### config.mk
export PLATFORM = sky130hd
export DESIGN_NAME = fp_sum_result_collector
export DESIGN_NICKNAME = d
export VERILOG_FILES = /design/src/rtl/float_types_pkg.sv /design/src/rtl/fp_sum_result_collector_pkg.sv /design/src/rtl/fp_sum_result_collector_fifo.sv /design/src/rtl/fp_sum_result_collector.sv
export SDC_FILE = /design/constraint.sdc
export NUM_CORES = 1
export LEC_CHECK = 0
export BUFFER_PORTS_ARGS = -buffer_cell sky130_fd_sc_hd__clkbuf_2
export CAP_MARGIN = 20
export CORE_MARGIN = 2
export CORE_UTILIZATION = 50
export DETAILED_ROUTE_END_ITERATION = 7
export HOLD_SLACK_MARGIN = 0.05
export PLACE_DENSITY = 0.68
export SKIP_LAST_GASP = 1
export SLEW_MARGIN = 10
export SYNTH_ARGS = -nofsm -noshare
export SYNTH_HDL_FRONTEND = slang
export SYNTH_HIERARCHICAL = 1
export SYNTH_SLANG_ARGS = --single-unit
export TNS_END_PERCENT = 1
### constraint.sdc
create_clock -name clk_i -period 5.7 [get_ports clk_i]
set_input_delay 1.14 -clock clk_i [delete_from_list [all_inputs] [get_ports clk_i]]
set_output_delay 1.14 -clock clk_i [all_outputs]
set_load 0.02 [all_outputs]
### src/rtl/float_types_pkg.sv
// float_types_pkg: shared single-precision number and result-status types
package float_types_pkg;

    typedef struct packed {
        logic        sign;
        logic [7:0]  exp;
        logic [22:0] mant;
    } float_point_num;

    typedef enum logic [1:0] {
        NORM_res = 2'b00,
        ZERO_res = 2'b01,
        INF_res  = 2'b10,
        NAN_res  = 2'b11
    } num_status_t;

endpackage

### src/rtl/fp_sum_result_collector_pkg.sv
// fp_sum_result_collector_pkg: FIFO entry layout for the summator result collector
package fp_sum_result_collector_pkg;

    import float_types_pkg::*;

    localparam int ENTRY_W = $bits(float_point_num) + $bits(num_status_t);

    typedef struct packed {
        float_point_num answer;
        num_status_t    status;
    } result_entry_t;

endpackage

### src/rtl/fp_sum_result_collector_fifo.sv
// fp_result_fifo: synchronous FIFO with a registered head word, one-cycle first-word latency
module fp_result_fifo #(
    parameter int DEPTH = 8,
    parameter int W     = 34
) (
    input  logic         clk_i,
    input  logic         rst_i,
    input  logic         push_i,
    input  logic         pop_i,
    input  logic [W-1:0] din_i,
    output logic [W-1:0] dout_o,
    output logic         full_o,
    output logic         empty_o
);

    localparam int AW = $clog2(DEPTH);

    logic [W-1:0] mem [DEPTH];
    logic [AW:0]  wr_ptr, rd_ptr, rd_ptr_nxt;
    logic         do_push, do_pop;

    assign empty_o    = wr_ptr == rd_ptr;
    assign full_o     = (wr_ptr[AW] != rd_ptr[AW]) && (wr_ptr[AW-1:0] == rd_ptr[AW-1:0]);
    assign do_pop     = pop_i && !empty_o;
    assign do_push    = push_i && (!full_o || do_pop);
    assign rd_ptr_nxt = rd_ptr + (AW+1)'(do_pop);

    // storage write; a full FIFO only accepts a word when the head leaves in the same cycle
    always_ff @(posedge clk_i) begin
        if (do_push) mem[wr_ptr[AW-1:0]] <= din_i;
    end

    // pointers and head register; the word landing on the next head slot bypasses storage
    always_ff @(posedge clk_i) begin
        if (!rst_i) begin
            wr_ptr <= '0;
            rd_ptr <= '0;
            dout_o <= '0;
        end else begin
            wr_ptr <= wr_ptr + (AW+1)'(do_push);
            rd_ptr <= rd_ptr_nxt;
            if (do_push && rd_ptr_nxt == wr_ptr) dout_o <= din_i;
            else if (rd_ptr_nxt != wr_ptr) dout_o <= mem[rd_ptr_nxt[AW-1:0]];
        end
    end

endmodule

### src/rtl/fp_sum_result_collector.sv
// fp_sum_result_collector: re-aligns summator results to their issue tags, buffers them, tracks credit and stats
module fp_sum_result_collector
    import float_types_pkg::*;
    import fp_sum_result_collector_pkg::*;
#(
    parameter int LATENCY = 4,
    parameter int DEPTH   = 8,
    parameter int CNT_W   = 16
) (
    input  logic           clk_i,
    input  logic           rst_i,
    input  logic           vld_i,
    input  float_point_num answer_i,
    input  num_status_t    num_status_i,
    output logic           issue_ok_o,
    output logic           vld_o,
    input  logic           ready_i,
    output float_point_num answer_o,
    output num_status_t    num_status_o,
    output logic           full_o,
    output logic           empty_o,
    output logic           drop_o,
    output logic [CNT_W-1:0] res_cnt_o,
    output logic [CNT_W-1:0] zero_cnt_o
);

    localparam int RW = $clog2(DEPTH + LATENCY) + 1;

    logic [LATENCY-1:0] tag;
    logic [RW-1:0]      reserve, reserve_nxt;
    logic [ENTRY_W-1:0] head_raw;
    result_entry_t      din, head;
    logic               wr_en, pop, wr_ok;

    assign wr_en        = tag[LATENCY-1];
    assign vld_o        = !empty_o;
    assign pop          = vld_o && ready_i;
    assign wr_ok        = wr_en && (!full_o || pop);
    assign din          = '{answer: answer_i, status: num_status_i};
    assign head         = result_entry_t'(head_raw);
    assign answer_o     = head.answer;
    assign num_status_o = head.status;
    assign issue_ok_o   = reserve < RW'(DEPTH);

    fp_result_fifo #(.DEPTH(DEPTH), .W(ENTRY_W)) u_fifo (
        .clk_i   (clk_i),
        .rst_i   (rst_i),
        .push_i  (wr_en),
        .pop_i   (pop),
        .din_i   (din),
        .dout_o  (head_raw),
        .full_o  (full_o),
        .empty_o (empty_o)
    );

    // credit: one slot per issued request until its result is consumed, clamped at both ends
    always_comb begin
        reserve_nxt = (vld_i && !pop && reserve != '1) ? reserve + RW'(1) :
                      (pop && !vld_i && reserve != '0) ? reserve - RW'(1) : reserve;
    end

    // tag line, credit register, sticky drop and saturating statistics
    always_ff @(posedge clk_i) begin
        if (!rst_i) begin
            tag        <= '0;
            reserve    <= '0;
            drop_o     <= 1'b0;
            res_cnt_o  <= '0;
            zero_cnt_o <= '0;
        end else begin
            tag[0] <= vld_i;
            for (int k = 1; k < LATENCY; k++) tag[k] <= tag[k-1];
            reserve <= reserve_nxt;
            if (wr_en && full_o && !pop) drop_o <= 1'b1;
            if (wr_ok) begin
                res_cnt_o  <= res_cnt_o + CNT_W'(res_cnt_o != '1);
                zero_cnt_o <= zero_cnt_o + CNT_W'(num_status_i == ZERO_res && zero_cnt_o != '1);
            end
        end
    end

endmodule

Yosys cells after proc, flatten, opt, wreduce, memory -nomap -nowiden
Memories as Yosys holds them, arrays and structs flattened.
Index checks and enable logic that the tools add are counted.
- memories kept: 1
- bits in registers: 84
- input bits: 38
- RAM bits: 272
- eq/ne operators: 9
- add/sub/neg operators: 6
- multiplexer cells: 6
- reductions and logical operators: 22
- $lt $le $gt $ge: 1
- memories (name ; words ; bits a word ; read ports ; clocked after memory_dff ; wr ports ; RTL line ; text):
    u_fifo.mem ; 8 ; 34 ; 1 ; 0 ; 1 ; fp_sum_result_collector_fifo.sv:18 ; logic [W-1:0] mem [DEPTH];
- operator list (operator ; number):
    $mux 34 ; 2
    $add 16x1->16 ; 2
    $ne 16x16->1 const B ; 2
    $logic_and 1x1->1 ; 13
    $mux 5 ; 2
    $add 4x1->4 ; 2
    $eq 4x4->1 ; 2
    $add 5x1->5 const B ; 1
    $lt 5x4->1 const B ; 1
    $ne 5x5->1 const B ; 1
    $reduce_bool 5->1 ; 1
    $sub 5x1->5 const B ; 1
    $logic_not 1->1 ; 4
    $ne 4x4->1 ; 1
    $reduce_bool 2->1 ; 2
    $eq 3x3->1 ; 1
    $eq 2x1->1 const B ; 1
    $logic_or 1x1->1 ; 2
    $mux 1 ; 2
    $ne 1x1->1 ; 1

Depth between registers and ports, before layout
Gate-level depths: netlist of run 1.
- depth in word-level cells: 8
- depth in mapped cells: 18
- depth with buffers taken out: 12

Cells and area by module
The synthesis of run 1 kept the hierarchy.
- modules (own cells, without submodules) (module ; times used ; area each (sq um) ; cells each):
    fp_result_fifo ; 1 ; 12964.9 ; 762
    fp_sum_result_collector ; 1 ; 2143.3 ; 243

Least setup slack after synthesis of run 1
Ideal clock, no wire load.
- path type: input to register
- start: input port ready_i
- end: memory u_fifo.mem[5][0], enable pin
- arrival time: 4.393 ns
- data required time: 5.232 ns
- path slack: 0.840 ns
- library setup time: 0.468 ns
- cell stages on the path: 6
- path buffers: 2
- path through: nand2b_4 inv_2 clkbuf_1 clkbuf_1 o21ai_1 nor3_1
- word-level cells in the longest chain between the ends: 6
- ends and longest elaborated chain (item ; RTL line ; text):
    start, declared ; fp_sum_result_collector.sv:17 ; input logic ready_i,
    $logic_and 1x1->1 ; fp_sum_result_collector.sv:37 ; assign pop = vld_o && ready_i;
    net pop ; fp_sum_result_collector.sv:33 ; logic wr_en, pop, wr_ok;
    $logic_and 1x1->1 ; fp_sum_result_collector_fifo.sv:24 ; assign do_pop = pop_i && !empty_o;
    $logic_or 1x1->1 ; fp_sum_result_collector_fifo.sv:25 ; assign do_push = push_i && (!full_o || do_pop);
    $logic_and 1x1->1 ; fp_sum_result_collector_fifo.sv:25 ;
    $mux 1 ; fp_sum_result_collector_fifo.sv:30 ; if (do_push) mem[wr_ptr[AW-1:0]] <= din_i;
    $mux 1 (implied by the code) ; fp_sum_result_collector_fifo.sv:30 ;
    end, declared ; fp_sum_result_collector_fifo.sv:18 ;
The timed path passes the listed nets, and every way through them passes these cells.

Worst setup path after layout of run 1
- start: register u_fifo.wr_ptr[1]
- end: register u_fifo.dout_o[15]
- word-level cells in the longest chain between the ends: 8
- ends and longest elaborated chain (item ; RTL line ; text):
    start, declared ; fp_sum_result_collector_fifo.sv:19 ; logic [AW:0] wr_ptr, rd_ptr, rd_ptr_nxt;
    start signal, assigned ; fp_sum_result_collector_fifo.sv:40 ; wr_ptr <= wr_ptr + (AW+1)'(do_push);
    $eq 4x4->1 * ; fp_sum_result_collector_fifo.sv:22 ; assign empty_o = wr_ptr == rd_ptr;
    $logic_not 1->1 * ; fp_sum_result_collector.sv:36 ; assign vld_o = !empty_o;
    $logic_and 1x1->1 * ; fp_sum_result_collector.sv:37 ;
    net pop ; fp_sum_result_collector.sv:33 ;
    $logic_and 1x1->1 * ; fp_sum_result_collector_fifo.sv:24 ;
    $add 4x1->4 * ; fp_sum_result_collector_fifo.sv:26 ; assign rd_ptr_nxt = rd_ptr + (AW+1)'(do_pop);
    net u_fifo.rd_ptr_nxt[1] ; fp_sum_result_collector_fifo.sv:19 ;
    $mem_v2 8x34 / $eq 4x4->1 (equally long branches) ; -- ;
    $mux 34 / $logic_and 1x1->1 (equally long branches) ; fp_sum_result_collector_fifo.sv:43, fp_sum_result_collector_fifo.sv:42 ;
    $mux 34 / $reduce_bool 2->1 (equally long branches) ; -- ;
    end signal, assigned ; fp_sum_result_collector_fifo.sv:42 ; if (do_push && rd_ptr_nxt == wr_ptr) dout_o <= din_i;
    end signal, assigned ; fp_sum_result_collector_fifo.sv:43 ; else if (rd_ptr_nxt != wr_ptr) dout_o <= mem[rd_ptr_nxt[AW-1:0]];
    end, declared ; fp_sum_result_collector_fifo.sv:11 ; output logic [W-1:0] dout_o,
Mark *: on every way through the listed nets, which the timed path passes. The rest lies on a longest branch. The select of a mux whose other input is x is not followed.
A chain may end at the register's enable or synchronous reset.

==> results of run 1 <==
## worst max-delay path, stage by stage (launching register included)
cell	delay (ns)
dfxtp_1	0.56
xnor2_1	0.19
nand3_1	0.10
nor2_1	0.44
nand2b_4	0.33
inv_2	0.26
nor2b_1	0.26
ha_4	0.20
ha_2	0.33
buf_4	0.77
mux4_2	0.42
a22o_1	0.25
o32a_1	0.17
## cells in the mapped netlist (all sizes together), types with 5 or more instances
master,instances,area share [%]
o31ai,6,0.30
inv,12,0.30
ha,13,1.1
xnor2,14,0.81
or3,13,0.54
nor2,61,1.5
and4,5,0.31
a22o,34,2.0
buf,34,1.7
a21oi,59,2.0
and2,10,0.41
a211oi,6,0.30
dfxtp,84,11
clkbuf,29,0.72
xor2,9,0.62
nand2,84,2.1
or4,6,0.30
o2111ai,5,0.41
mux4,68,10
o21ai,14,0.46
nand3,22,0.76
edfxtp,272,54
nand2b,37,1.6
mux2i,40,2.7
o32a,34,2.3
nor3,9,0.30
## registers in the layout, indices dropped and copies added (netlist names)
signal,cells
u_fifo/dout_o,34
u_fifo/rd_ptr,4
res_cnt_o,16
u_fifo/mem,272
tag,4
zero_cnt_o,16
u_fifo/wr_ptr,4
drop_o,1
reserve,5
## metal layers
metal | part of all wire, % | vias up | track usage (%)
li1 | - | 4128 | -
met1 | 43 | 4591 | 28.7
met2 | 50 | 240 | 35.8
met3 | 5.3 | 53 | 3.38
met4 | 2.2 | 0 | 5.94
met5 | 0 | - | 0
## how the worst min path moves through the flow
stage,from,end,slack [ns],depth (start not counted)
3_3_place_gp,tag[2]$_SDFF_PN0_,tag[3]$_SDFF_PN0_,0.42,1
4_1_cts,tag[2]$_SDFF_PN0_,tag[3]$_SDFF_PN0_,0.43,1
5_1_grt,tag[2]$_SDFF_PN0_,tag[3]$_SDFF_PN0_,0.44,1
2_1_floorplan,tag[0]$_SDFF_PN0_,tag[1]$_SDFF_PN0_,0.41,1
3_5_place_dp,tag[2]$_SDFF_PN0_,tag[3]$_SDFF_PN0_,0.42,1
6_report,tag[2]$_SDFF_PN0_,tag[3]$_SDFF_PN0_,0.43,1
## cell families (layout without fill, tap and decap cells)
logic type | count (synthesis) | after routing
fa+ha+maj | 14 | 14
xor+xnor | 23 | 23
simple gates | 258 | 258
mux | 108 | 108
buf+inv | 76 | 210
flops | 356 | 356
compound gates | 170 | 170
## cell type report
cell class                 count  area [µm²]
sequential                   356        9850
tap                          390         488
timing repair buffer         129         731
fill                        2329       12500
multi-input combinational    573        4910
inverter                      13        48.8
clock inverter                19         120
clock buffer                  49        1020
## through the flow
step	util [%]	hold slack [ns]	setup slack, ns
detailed placement	53.9	0.418	1.19
global route	57.8	0.444	0.807
finish	57.8	0.425	1.24
CTS	57.7	0.432	1.17
floorplan	-	0.412	0.840
global placement	53.9	0.419	1.22
## power breakdown
group          total (W)  switching, W  internal (W)
sequential       0.00285     0.0000303       0.00282
combinational   0.000235      0.000147     0.0000885
clock            0.00227      0.000954       0.00131
total            0.00535       0.00113       0.00422
==> flow_summary.toml, run 1 <==
[outcome]
status = "complete, no violations"

[routing]
dr.pass1.iters = 5
drt-total-wl_mm = 32.9
initialDrtViolationCount = 746
drc = 0
avgRoutedWirePerCell_um = 21.5
vias = 9012
vias_per_cell = 5.89
ant_nets = 0

[synthesis]
synth-simple-area-share_pct = 8.29
ys_ff_latch = 356
synth.avg_cell_area_um2 = 15.0
muxShareOfSynthArea_pct = 12.8
synthCells = 1005
ys.flop_type = "edfxtp_1"
yosysUniqueCellTypes = 53
ys_seq_area_share_pct = 65.2
synth_compound_area_share_pct = 8.33
synth_edf_count = 272
synth_top_family_by_area = "multiplexers"
synth_fa_ha_area_share_pct = 1.21
syn_nets = 1057
async_reset_ff_share_pct = 0
syn-cell-area_mm2 = 0.0151
synth_warnings = 6
synth_xor_area_share_pct = 1.43

[finish]
layout_common_cells = "edfxtp_1, clkbuf_2, nand2_1"
postLayoutCellArea_mm2 = 0.0172
n_antenna_cell = 0
final_layout_size_suffix_gt1_share_pct = 23.9
final_cell_count_no_fill = 1529
syn2layout_area_growth_pct = 13.7
fin_nets = 1162
mostFrequentLayoutCell = "edfxtp_1"

[setup_path]
r2r_slack_ns = 1.24
required_ns = 6.11
crit_start = "u_fifo/wr_ptr[1]$_SDFF_PN0_"
worstSetupStartpointType = "flip-flop"
r2r_end = "u_fifo/dout_o[15]$_SDFFE_PN0P_"
path_max_fanout = 69
worst-r2r-cell-count = 12
critical_path_class = "reg -> reg"
cp-end-kind = "flip-flop"
cp.arrival_ns = 4.87
reg2reg_from = "u_fifo/wr_ptr[1]$_SDFF_PN0_"
timing.critical_path.to = "u_fifo/dout_o[15]$_SDFFE_PN0P_"

[die]
die-area_mm2 = 0.0316
boundaryPins = 109
die_w_um = 178
die-height_um = 178
core_mm2 = 0.0297
rows = 63
start_util_pct = 50.8

[clock_network]
holdBufCountCts = 0
cts_buffer_depth = 3
clkTransAtPathRegs_ns = 0.06
cts_tree = "yes"
clock_latency_ns = 0.52
h-tree-depth = 2
cts_resized = 0
cts.root.buffer_cell = "clkbuf_16"
cts-buffers-inserted = 37
post_cts_buffers = 0
cts_sinks = 356

[timing]
finClkSkew_ns = 0.0180
tightest_slew_ns = 1.03
fin_setup_tns_ns = 0
fmax_mhz = 224
grt_setup_unrepaired = "false"
finalMaxSlewViolations = 0
max-slew-margin-rel_pct = 31.6
post-route-period-util_pct = 78.3
setup_viol = 0
fin_crit_ns = 4.46
hold_viol_final = 0

[global_route]
track_usage_pct = 21.2
grt_max_degree = 70
grt.overflow.total = 0
grt_pass1_wl_mm = 50.5
first_global_vias = 9084
antenna_found_initial = 0

[place]
placedCellCount = 1460
port_buffers = 108
place_area_mm2 = 0.0160
place_congestion = 0.765
dp_hpwl_mm = 18.9

[power_and_ir_drop]
p_leak_nw = 5.92
ir_worst_vdd_v = 0.000210
finalPower_w = 0.00535
p_per_area_mw_per_mm2 = 311

[run]
maxCapViolations = 0

[min_path]
hold_class = "reg -> reg"
Power figures use the tool's default switching activity.
==> inputs of run 2 (changes only) <==
- clock period: 5.7 -> 4.12 ns (I/O delays scaled with it)
==> run 2 against run 1 <==
- clock-buffer cell count fell by 2
- via count shrank 0.38%
- combinational power grew 40%
- critical path depth rose by 1
- cell count grew 0.78%
==> flow_summary.toml, run 2 (synthesized netlist as in run 1, its figures left out) <==
[clock_network]
clock_latency_ns = 0.52
cts_sinks = 356
cts_resized = 0
clkTransAtPathRegs_ns = 0.06
cts-buffers-inserted = 37
cts_buffer_depth = 3
post_cts_buffers = 0
cts.root.buffer_cell = "clkbuf_16"
h-tree-depth = 2
cts_tree = "yes"
holdBufCountCts = 0

[timing]
post-route-period-util_pct = 83.5
fin_setup_tns_ns = 0
finalMaxSlewViolations = 0
grt_setup_unrepaired = "false"
setup_viol = 0
hold_viol_final = 0
tightest_slew_ns = 0.878
fmax_mhz = 291
finClkSkew_ns = 0.0268
fin_crit_ns = 3.44
max-slew-margin-rel_pct = 41.4

[global_route]
grt_pass1_wl_mm = 50.5
antenna_found_initial = 1
track_usage_pct = 21.3
first_global_vias = 8785
grt_max_degree = 78
grt.overflow.total = 0

[place]
dp_hpwl_mm = 19.8
place_congestion = 0.796
placedCellCount = 1474
port_buffers = 108

[routing]
vias_per_cell = 5.83
drt-met1-wl_mm = 14.1
top_layer = "met5"
initialDrtViolationCount = 717
dr.pass1.iters = 5
routed-wl-met3_mm = 2.09
drc = 0
ant_nets = 0
vias = 8978
avgRoutedWirePerCell_um = 21.6
drt-total-wl_mm = 33.3
wl_met2_mm = 16.3

[min_path]
hold_class = "reg -> reg"

[finish]
final_layout_size_suffix_gt1_share_pct = 25.0
largest_reg_flops = 272
final_cell_count_no_fill = 1541
mostFrequentLayoutCell = "edfxtp_1"
seqCellArea_mm2 = 0.00985
layout_common_cells = "edfxtp_1, clkbuf_2, nand2_1"
n_antenna_cell = 0
fillers = 2256
final_core_util_pct = 58.2
multi_input_area_mm2 = 0.00491
syn2layout_area_growth_pct = 14.4
fin_nets = 1175

[die]
rows = 63
die_w_um = 178
start_util_pct = 50.8
die-area_mm2 = 0.0316
die-height_um = 178
core_mm2 = 0.0297
boundaryPins = 109

[run]
maxCapViolations = 0

[power_and_ir_drop]
p_switching_w = 0.00157
p_comb_share_pct = 4.5
p_int_w = 0.00579
switching_share_pct = 21.3
ir_worst_vdd_v = 0.000294
finalPower_w = 0.00735
p_leak_nw = 5.98
p_per_area_mw_per_mm2 = 425
power_frac_seq_pct = 53.5
clkPwrFrac_pct = 42.0

[setup_path]
critical_path_class = "reg -> reg"
path_max_fanout = 20
cp-end-kind = "flip-flop"
cpPeakStageDelay_ns = 0.68
worstSetupStartpointType = "flip-flop"
cp.arrival_ns = 3.90
slowest_stage = "nor2_2"
required_ns = 4.58
crit_chain = "xnor2_1 > nand3_1 > nor2_1 > nand2b_4 > inv_2 > nor2b_1 > ha_4 > ha_2 > xor2_2 > nor2_2 > buf_4 > a22o_1 > o32a_1"

[outcome]
status = "complete, no violations"
run 2: changes by cell type in the layout (fill, tap and decap cells not counted), sizes merged:
cell | before | now
clkbuf | 157 | 155
buf | 21 | 34
clkinvlp | 0 | 3
inv | 13 | 12
clkinv | 18 | 17
run 2: critical path, delay by kind of cell (launching register included):
kind | cells | cell delay, ns
adders and majority gates | 2 | 0.33
and+or+nand+nor | 5 | 1.33
buffers and inverters | 2 | 0.50
xor gates and xnor gates | 2 | 0.35
DFF | 1 | 0.53
AOI/OAI and AO/OA | 2 | 0.34
run 2: final timing paths:
| path | from | to | slack, ns | cells past startpoint |
|---|---|---|---|---|
| max | u_fifo/wr_ptr[1]$_SDFF_PN0_ | u_fifo/dout_o[9]$_SDFFE_PN0P_ | 0.68 | 13 |
| min | tag[1]$_SDFF_PN0_ | tag[2]$_SDFF_PN0_ | 0.43 | 1 |
| max reg2reg | u_fifo/wr_ptr[1]$_SDFF_PN0_ | u_fifo/dout_o[9]$_SDFFE_PN0P_ | 0.68 | 13 |
| min reg2reg | tag[1]$_SDFF_PN0_ | tag[2]$_SDFF_PN0_ | 0.43 | 1 |
run 2: per-stage QoR:
step,hold slack [ns],setup WS (ns),area [µm²]
after CTS,0.436,0.638,17300
final,0.430,0.681,17300
after global placement,0.413,0.738,16200
after detailed placement,0.422,0.645,16200
after global routing,0.449,0.417,17300
after floorplan,0.412,-0.512,15100
run 2: final cells by class:
cell class / count / share of cell area, %
inverters: 13 / 0.282
clock buffers: 47 / 5.70
well taps: 390 / 2.82
repair buffers: 142 / 4.96
multi-input cells: 573 / 28.4
clock inverters: 20 / 0.840
flip-flops and latches: 356 / 57.0
run 2: power by group through the flow:
stage | Combinational [W] | Sequential, W | Clock [W]
3_5_place_dp | 0.000330 | 0.00401 | 0
6_report | 0.000328 | 0.00394 | 0.00309
2_1_floorplan | 0.000161 | 0.00404 | 0
5_1_grt | 0.000363 | 0.00394 | 0.00328
4_1_cts | 0.000332 | 0.00393 | 0.00315
3_3_place_gp | 0.000320 | 0.00401 | 0
run 2: per-layer routing:
metal  track usage, %  up-vias
li1                 -     4169
met1             28.3     4516
met2             35.6      239
met3             4.20       52
met4             6.35        2
met5                0        -
==> inputs of run 3 (changes only) <==
- PLACE_DENSITY: 0.68 -> 0.71
- clock period: 4.12 -> 2.9 ns (I/O delays scaled with it)
==> run 3 against run 2 <==
- cell count up 0.97%
- final area grew 2.7%
- non-clock buffer count rose by 17
- worst hold slack lost 0.093 ns
- critical path depth unchanged
- combinational power is 44% higher
==> flow_summary.toml, run 3 (synthesized netlist as in run 1, its figures left out) <==
[die]
die-area_mm2 = 0.0316
boundaryPins = 109
core_mm2 = 0.0297
rows = 63
die_w_um = 178
start_util_pct = 50.8
die-height_um = 178

[finish]
mostFrequentLayoutCell = "edfxtp_1"
syn2layout_area_growth_pct = 17.5
final_layout_size_suffix_gt1_share_pct = 26.1
seqCellArea_mm2 = 0.00985
layout_common_cells = "edfxtp_1, clkbuf_2, nand2_1"
fin_nets = 1192
fillers = 2228
largest_reg_flops = 272
final_core_util_pct = 59.7
multi_input_area_mm2 = 0.00498
n_antenna_cell = 0

[timing]
setup_viol = 0
grt_setup_unrepaired = "true"
post-route-period-util_pct = 97.9
fin_setup_tns_ns = 0
hold_viol_final = 0
tightest_slew_ns = 0.835
finalMaxSlewViolations = 0
fin_crit_ns = 2.84
fmax_mhz = 352
finClkSkew_ns = 0.0198
max-slew-margin-rel_pct = 44.3

[clock_network]
clock_latency_ns = 0.53
cts_sinks = 356
cts_buffer_depth = 3
cts.root.buffer_cell = "clkbuf_16"
clkTransAtPathRegs_ns = 0.06
h-tree-depth = 2
cts_tree = "yes"
holdBufCountCts = 0
cts-buffers-inserted = 37

[place]
place_congestion = 0.756
dp_hpwl_mm = 19.6
port_buffers = 108

[global_route]
grt.overflow.total = 0
grt_pass1_wl_mm = 52.0
first_global_vias = 9135
grt_max_degree = 78
track_usage_pct = 21.7
antenna_found_initial = 0

[routing]
vias_per_cell = 5.90
vias = 9175
ant_nets = 0
initialDrtViolationCount = 686
drc = 0
dr.pass1.iters = 5
drt-total-wl_mm = 34.2
avgRoutedWirePerCell_um = 22.0

[min_path]
min_to = "tag[0]$_SDFF_PN0_"
hold_start = "vld_i"
min_path_cells = 2
hold_class = "in -> reg"

[run]
maxCapViolations = 0

[setup_path]
critical_path_class = "reg -> reg"
required_ns = 3.37
path_max_fanout = 17
cp-end-kind = "flip-flop"
worstSetupStartpointType = "flip-flop"
worst-r2r-cell-count = 13
reg2reg_from = "u_fifo/rd_ptr[0]$_SDFF_PN0_"
cp.arrival_ns = 3.31
r2r_end = "u_fifo/dout_o[20]$_SDFFE_PN0P_"
r2r_slack_ns = 0.06

[power_and_ir_drop]
p_leak_nw = 6.14
finalPower_w = 0.0106
p_per_area_mw_per_mm2 = 597
ir_worst_vdd_v = 0.000453

[outcome]
status = "complete, no violations"
[run 3: cell count changes in the layout (fill, tap and decap cells not counted), moves of 3 or more]
cell / delta
xnor2_1: -3
clkbuf_8: +4
buf_12: +14
nor3_4: +4
clkinv_2: -9
nor3_2: -4
xnor2_2: +3
[run 3: area by class of cell]
class	instances	share of cell area, %
flip-flops and latches	356	55.5
multi-input cells	573	28.0
repair buffers	159	6.89
clock buffers	54	6.04
well taps	390	2.75
clock inverters	11	0.479
inverters	13	0.289
[run 3: worst max-delay path by stage]
stage                                      startpoint                        endpoint  slack [ns]  depth (start not counted)
after global placement    u_fifo/rd_ptr[0]$_SDFF_PN0_   u_fifo/dout_o[9]$_SDFFE_PN0P_        0.08                         12
after floorplan           u_fifo/wr_ptr[0]$_SDFF_PN0_  u_fifo/dout_o[15]$_SDFFE_PN0P_       -0.33                         15
after CTS                 u_fifo/rd_ptr[0]$_SDFF_PN0_  u_fifo/dout_o[20]$_SDFFE_PN0P_        0.03                         13
after detailed placement  u_fifo/rd_ptr[0]$_SDFF_PN0_   u_fifo/dout_o[0]$_SDFFE_PN0P_      0.0002                         12
final                     u_fifo/rd_ptr[0]$_SDFF_PN0_  u_fifo/dout_o[20]$_SDFFE_PN0P_        0.06                         13
after global routing      u_fifo/rd_ptr[3]$_SDFF_PN0_     u_fifo/mem[4][28]$_DFFE_PP_       -0.07                          9
[run 3: per-layer routing]
metal	track usage, %	up-vias	part of all wire [%]
met4	6.52	0	1.8
met5	0	-	0
met2	36.7	335	50
li1	-	4183	-
met3	3.56	55	6.8
met1	29.1	4602	42
[run 3: worst max-delay path, cell delays in order, from the launching register on]
cell	delay (ns)
dfxtp_1	0.42
xnor2_2	0.16
nand3_2	0.12
nor2_4	0.12
nand2b_4	0.14
inv_4	0.03
nor2b_1	0.14
ha_4	0.38
buf_16	0.20
xor2_1	0.08
nor2_1	0.18
and4_1	0.27
buf_4	0.33
o32a_1	0.22
[run 3: where the power goes]
part	leakage [nW]	switching [W]	internal, W
clock	0.563	0.00187	0.00265
sequential	3.13	0.0000578	0.00554
combinational	2.45	0.000295	0.000178
[run 3: repair_timing]
action / 4_1_cts / 5_1_grt
buffers inserted: 0 / 0
setup endpoints to repair: 2 / 115
gates cloned: 1 / 1
gates resized for setup: 1 / 1
[run 3: stage by stage]
| step | setup slack (ns) | area (µm²) | hold slack [ns] | instances |
|---|---|---|---|---|
| floorplan | -0.326 | 15300 | 0.412 | 1005 |
| global placement | 0.0835 | 16500 | 0.415 | 1489 |
| detailed placement | 0.000230 | 16500 | 0.417 | 1489 |
| CTS | 0.0258 | 17700 | 0.322 | 1555 |
| global route | -0.0662 | 17800 | 0.339 | 1556 |
| finish | 0.0617 | 17800 | 0.336 | 1556 |
